==> config.mk <==
export PLATFORM = sky130hd
export DESIGN_NAME = fetch_unit
export DESIGN_NICKNAME = d
export VERILOG_FILES = /design/src/rtl/mips_pkg.sv /design/src/rtl/fetch_out_reg.sv /design/src/rtl/fetch_unit.sv
export SDC_FILE = /design/constraint.sdc
export NUM_CORES = 1
export LEC_CHECK = 0
export ABC_CLOCK_PERIOD_IN_PS = 5820
export BUFFER_PORTS_ARGS = -buffer_cell sky130_fd_sc_hd__buf_2
export CAP_MARGIN = 20
export CORE_ASPECT_RATIO = 0.8
export CORE_MARGIN = 2
export CORE_UTILIZATION = 30
export CTS_BUF_LIST = sky130_fd_sc_hd__clkbuf_16
export CTS_CLUSTER_DIAMETER = 50
export DETAILED_ROUTE_END_ITERATION = 8
export PLACE_DENSITY = 0.49
export SLEW_MARGIN = 20
export SYNTH_ARGS = -nofsm -noshare
export SYNTH_HDL_FRONTEND = slang
export SYNTH_SLANG_ARGS = --single-unit
==> constraint.sdc <==
create_clock -name clk -period 5.82 [get_ports clk]
set_clock_uncertainty 0.2 [all_clocks]
set_input_delay 0.873 -clock clk [delete_from_list [all_inputs] [get_ports clk]]
set_output_delay 0.873 -clock clk [all_outputs]
set_load 0.05 [all_outputs]
==> src/rtl/mips_pkg.sv <==
// Shared definitions for the MIPS pipeline: fetch FSM encoding, reset PC and NOP word.
package mips_pkg;

    typedef enum logic [1:0] {
        StBoot = 2'd0,
        StRun  = 2'd1,
        StWait = 2'd2,
        StDrop = 2'd3
    } fetch_state_e;

    localparam logic [31:0] RESET_PC_DEFAULT = 32'h0000_3000;
    localparam logic [31:0] NOP_WORD         = 32'h0000_0000;

    function automatic logic [31:0] word_align(input logic [31:0] addr);
        return {addr[31:2], 2'b00};
    endfunction

endpackage

==> src/rtl/fetch_out_reg.sv <==
// Output slot toward IF/ID: holds {pc, instr} while the consumer stalls, cleared on flush.
module fetch_out_reg
    import mips_pkg::*;
(
    input  logic        clk,
    input  logic        rst,
    input  logic        i_load,
    input  logic        i_flush,
    input  logic        i_ready,
    input  logic [31:0] i_pc,
    input  logic [31:0] i_instr,
    output logic        o_valid,
    output logic        o_free,
    output logic [31:0] o_pc,
    output logic [31:0] o_instr
);

    logic        r_valid;
    logic [31:0] r_pc;
    logic [31:0] r_instr;

    always_ff @(posedge clk or posedge rst) begin
        if (rst) begin
            r_valid <= 1'b0;
            r_pc    <= 32'h0;
            r_instr <= NOP_WORD;
        end else if (i_flush) begin
            r_valid <= 1'b0;
        end else if (i_load) begin
            r_valid <= 1'b1;
            r_pc    <= i_pc;
            r_instr <= i_instr;
        end else if (r_valid && i_ready) begin
            r_valid <= 1'b0;
        end
    end

    assign o_valid = r_valid;
    assign o_free  = !r_valid || i_ready;
    assign o_pc    = r_pc;
    assign o_instr = r_instr;

endmodule

==> src/rtl/fetch_unit.sv <==
// MIPS instruction-fetch stage: owns the PC, fetches over req/ack, feeds IF/ID over valid/ready.
// Optional performance counters are built when FETCH_PERF_CNT_EN is defined.
module fetch_unit
    import mips_pkg::*;
#(
    parameter logic [31:0] RESET_PC = RESET_PC_DEFAULT,
    parameter int unsigned PC_STEP  = 4
) (
    input  logic        clk,
    input  logic        rst,
    output logic        imem_req,
    output logic [31:0] imem_addr,
    input  logic        imem_ack,
    input  logic [31:0] imem_rdata,
    input  logic        redirect_valid,
    input  logic [31:0] redirect_pc,
    output logic        out_valid,
    input  logic        out_ready,
    output logic [31:0] out_pc,
`ifdef FETCH_PERF_CNT_EN
    output logic [31:0] perf_stall_cnt,
    output logic [31:0] perf_mem_wait_cnt,
    output logic [31:0] perf_flush_cnt,
`endif
    output logic [31:0] out_instr
);

    localparam logic [31:0] STEP = 32'(PC_STEP);

    fetch_state_e r_state;
    fetch_state_e w_state_next;
    logic [31:0]  r_pc;
    logic [31:0]  w_pc_next;
    logic [31:0]  r_drop_addr;
    logic [31:0]  w_drop_addr_next;
    logic [31:0]  w_pc_inc;
    logic [31:0]  w_target;
    logic         w_slot_free;
    logic         w_capture;
    logic         w_flush;

    assign w_pc_inc = r_pc + STEP;
    assign w_target = word_align(redirect_pc);

    always_ff @(posedge clk or posedge rst) begin
        if (rst) begin
            r_state     <= StBoot;
            r_pc        <= RESET_PC;
            r_drop_addr <= RESET_PC;
        end else begin
            r_state     <= w_state_next;
            r_pc        <= w_pc_next;
            r_drop_addr <= w_drop_addr_next;
        end
    end

    always_comb begin
        w_state_next     = r_state;
        w_pc_next        = r_pc;
        w_drop_addr_next = r_drop_addr;
        w_capture        = 1'b0;
        w_flush          = 1'b0;
        case (r_state)
            StBoot: begin
                w_state_next = StRun;
                if (redirect_valid) w_pc_next = w_target;
            end
            StRun: begin
                if (redirect_valid) begin
                    w_flush   = 1'b1;
                    w_pc_next = w_target;
                    // An unacknowledged request must still complete before the new stream starts.
                    if (imem_req && !imem_ack) begin
                        w_state_next     = StDrop;
                        w_drop_addr_next = r_pc;
                    end
                end else if (imem_req && imem_ack) begin
                    w_capture = 1'b1;
                    w_pc_next = w_pc_inc;
                end else if (imem_req) begin
                    w_state_next = StWait;
                end
            end
            StWait: begin
                if (redirect_valid) begin
                    w_flush          = 1'b1;
                    w_pc_next        = w_target;
                    w_state_next     = StDrop;
                    w_drop_addr_next = r_pc;
                end else if (imem_ack) begin
                    w_capture    = 1'b1;
                    w_pc_next    = w_pc_inc;
                    w_state_next = StRun;
                end
            end
            StDrop: begin
                if (redirect_valid) begin
                    w_flush   = 1'b1;
                    w_pc_next = w_target;
                end else if (imem_ack) begin
                    w_state_next = StRun;
                end
            end
            default: w_state_next = StBoot;
        endcase
    end

    always_comb begin
        imem_req  = 1'b0;
        imem_addr = r_pc;
        case (r_state)
            StBoot: imem_req = 1'b0;
            StRun:  imem_req = w_slot_free;
            StWait: imem_req = 1'b1;
            StDrop: begin
                imem_req  = 1'b1;
                imem_addr = r_drop_addr;
            end
            default: imem_req = 1'b0;
        endcase
    end

    fetch_out_reg u_out_reg (
        .clk     (clk),
        .rst     (rst),
        .i_load  (w_capture),
        .i_flush (w_flush),
        .i_ready (out_ready),
        .i_pc    (w_pc_inc),
        .i_instr (imem_rdata),
        .o_valid (out_valid),
        .o_free  (w_slot_free),
        .o_pc    (out_pc),
        .o_instr (out_instr)
    );

`ifdef FETCH_PERF_CNT_EN
    logic [31:0] r_stall_cnt;
    logic [31:0] r_wait_cnt;
    logic [31:0] r_flush_cnt;

    // Saturating event counters.
    always_ff @(posedge clk or posedge rst) begin
        if (rst) begin
            r_stall_cnt <= 32'h0;
            r_wait_cnt  <= 32'h0;
            r_flush_cnt <= 32'h0;
        end else begin
            if (out_valid && !out_ready && (r_stall_cnt != 32'hFFFF_FFFF)) begin
                r_stall_cnt <= r_stall_cnt + 32'd1;
            end
            if (imem_req && !imem_ack && (r_wait_cnt != 32'hFFFF_FFFF)) begin
                r_wait_cnt <= r_wait_cnt + 32'd1;
            end
            if (redirect_valid && (r_flush_cnt != 32'hFFFF_FFFF)) begin
                r_flush_cnt <= r_flush_cnt + 32'd1;
            end
        end
    end

    assign perf_stall_cnt    = r_stall_cnt;
    assign perf_mem_wait_cnt = r_wait_cnt;
    assign perf_flush_cnt    = r_flush_cnt;
`endif

endmodule

==> run_results.csv <==
group,metric,value,unit
cts,htreeDepth,4,
job,cap_violations,0,
cts,cts_root_buffer,"clkbuf_16",
routing,post-route-drc-count,0,
yosys,ff_latch_count_synth,125,
layout,multi_input_combinational_cell_area,2934,µm²
routing,residual_antenna_violating_net_count_after_detailed_routing,0,
sta,final_number_of_hold_violating_endpoints,0,
setup_path,crit-reg2reg-launch,"r_state[1]",
yosys,postSynthCellCount,644,
yosys,syn-cell-area,6326,µm²
layout,drive_above_1_share,35.14,%
pwr,total_power,5.243,mW
yosys,synthDominantAreaCellType,"dfrtp_1",
yosys,synth_enable_flop_cells,0,
setup_path,start_kind,"flop",
cts,clock_tree_from_tritoncts,"built",
pwr,powerDensity,661.2,nW/µm²
die,rows,47,
pwr,share_of_total_power_consumed_by_net_switching,48.32,%
sta,slew-limit-headroom,31.70,%
layout,seq_area,3133,µm²
sta,worst_slew_pin_slew,1015,ps
layout,nNetsFinal,856,
layout,antenna_cells,0,
global_route,antenna_violations_before_repair,0,
pwr,power_switching,2.534,mW
routing,finalWirelength,16890,µm
routing,routed_via_density,4.560,
sta,final_max_slew_viol_count,0,
cts,clock_sink_count,125,
die,pin_count,167,
pwr,power.internal,2.710,mW
place,numPlacedInstances,1030,
place,detailed_place_hpwl,11610,µm
yosys,synthDistinctLibCells,52,
global_route,largest_net_degree_at_the_start_of_global_routing,93,
cts,cts_buffers,17,
layout,postLayoutCoreUtil,38.31,%
cts,cts_buffer_depth,2,
pwr,power.share.combinational,49.9,%
place,gp_congestion,0.7421,
routing,detail_route.first_pass.iterations,4,
sta,grt_setup_unrepaired,"no",
cts,postCtsHoldBufs,0,
sta,totalNegativeSetupSlack,0,ps
sta,period_share,61.21,%
layout,synth_to_final_area_change,25.36,%
setup_path,arrival,3670,ps
setup_path,timing.critical_path.required,5930,ps
setup_path,path_class,"flop to flop",
die,start_util,30.56,%
cts,post_cts.resized_instances,0,
routing,avgRoutedWirePerCell,15.89,µm
place,detailed_place.area,7273,µm²
sta,highest_clock_rate,0.2807,GHz
die,die_h,133.9,µm
yosys,synth_ff_type,"dfrtp_1",
cts,worst_skew_pair.late_latency,420,ps
setup_path,timing.critical_path.to_type,"flop",
routing,vias,4847,
global_route,first_pass_grt_wire_length,26540,µm
sta,finalSetupViolCount,0,
yosys,synth_top_cells_by_area,"dfrtp_1 48%, mux2_2 12%, nand2_1 10%, xnor2_1 4.0%, o21ai_0 3.6%",
yosys,postSynthAreaPerCell,9.823,µm²
place,place_worst_setup_slack,2147,ps
place,port-buffer-count,160,
die,placeable_core_region,20700,µm²
yosys,synthArstFlopShare,100.0,%
yosys,fraction_of_post_synthesis_cell_area_in_the_top_cell_type_by_area,47.86,%
setup_path,timing.critical_path.from,"r_state[1]",
pwr,cellLeakagePower,3.718,nW
yosys,synthesis.yosys.warnings,0,
global_route,grt_overflow,0,
setup_path,critPathMaxFanout,36,
global_route,grt_util_all_layers,15.43,%
layout,finish.cell_count_without_fillers,1063,
yosys,yosysSeqAreaShare,49.53,%
pwr,pwr-share-seq,28.6,%
sta,hold_ws,265.7,ps
cts,clkTransAtPathRegs,60,ps
global_route,first_global_vias,4680,
min_path,path_type_of_the_worst_min_delay_path,"primary input to asynchronous set/reset pin",
yosys,synth.cells.most_frequent,"169 x nand2_1, 121 x dfrtp_1, 66 x mux2_2",
sta,final_setup_margin,2258,ps
die,total_die_area,22270,µm²
layout,n_fill_cell,2110,
die,die_w,166.4,µm
cts,post_cts_buffers,0,
routing,first_iter_violations,290,
outcome,run_status,"finished clean",
yosys,synth.most_common_cell,"nand2_1",
setup_path,rr_worst_depth,6,
pwr,vdd.ir_drop.worst,0.0003188,V
layout,fin_area,7930,µm²
pwr,power_frac_clock,21.5,%
sta,layout_min_cycle_time,3562,ps
-- layer usage --
| metal | track usage [%] | up-vias | wire length, µm |
|---|---|---|---|
| met1 | 22.85 | 2264 | 8579 |
| met4 | 4.598 | 0 | 194 |
| met5 | 0 | - | 0 |
| li1 | - | 2440 | - |
| met2 | 22.08 | 126 | 7259 |
| met3 | 3.983 | 17 | 860 |
-- area by class of cell --
| type | instances | area share [%] |
|---|---|---|
| Timing Repair Buffer | 167 | 11.01 |
| Inverter | 8 | 0.4102 |
| Clock inverter | 15 | 2.461 |
| Tap cell | 269 | 4.244 |
| Clock buffer | 17 | 5.364 |
| Multi-Input combinational cell | 462 | 37.00 |
| Sequential cell | 125 | 39.51 |
-- power by group through the flow --
stage / Sequential, mW / Clock (mW) / Combinational [mW]
6_report: 1.50 / 1.13 / 2.62
2_1_floorplan: 2.09 / 0 / 1.47
5_1_grt: 1.55 / 1.21 / 2.79
4_1_cts: 1.50 / 1.16 / 2.64
3_5_place_dp: 1.52 / 0 / 2.63
3_3_place_gp: 1.51 / 0 / 2.63
-- registers in the layout (all words and copies together) (netlist names) --
| register | flops |
|---|---|
| u_out_reg.o_instr | 32 |
| r_drop_addr | 30 |
| r_pc | 30 |
| u_out_reg.o_pc | 30 |
| r_state | 2 |
| u_out_reg.o_valid | 1 |
-- worst paths after layout --
kind,slack [ps],end
max in group asynchronous,4090,u_out_reg.o_pc[9]
hold reg to reg,270,u_out_reg.o_pc[11]
hold / removal,270,u_out_reg.o_pc[28]
setup / recovery,2260,r_drop_addr[17]
setup reg to reg,2260,r_drop_addr[17]
min in group clk,270,u_out_reg.o_pc[11]
-- cells by family after synthesis --
logic type / after synthesis / share of synthesized area (%)
buffers and inverters: 60 / 4.549
and+or+nand+nor: 253 / 18.37
adders and majority gates: 6 / 1.187
other: 1 / 0.05928
muxes: 67 / 11.91
DFF: 125 / 49.53
AOI/OAI and AO/OA: 78 / 6.923
xor gates and xnor gates: 54 / 7.476
-- critical path, stage by stage, from the launching register on --
cell and delay [ps]:
dfrtp_1 430, ha_2 860, nor2_1 160, a211o_1 360
o22ai_2 600, buf_4 440, mux2_2 380
-- layout by cell type (no fill, tap or decap), types with 13 or more instances in the layout --
master,n
nand3_1,14
xor2_1,25
clkbuf_16,17
o21ai_0,46
mux2_2,66
buf_2,160
nor2_1,15
dfrtp_1,121
nand2_1,169
a21oi_1,13
xnor2_1,29
nor3_1,14
Note: power is estimated with default switching activity, not from simulation.
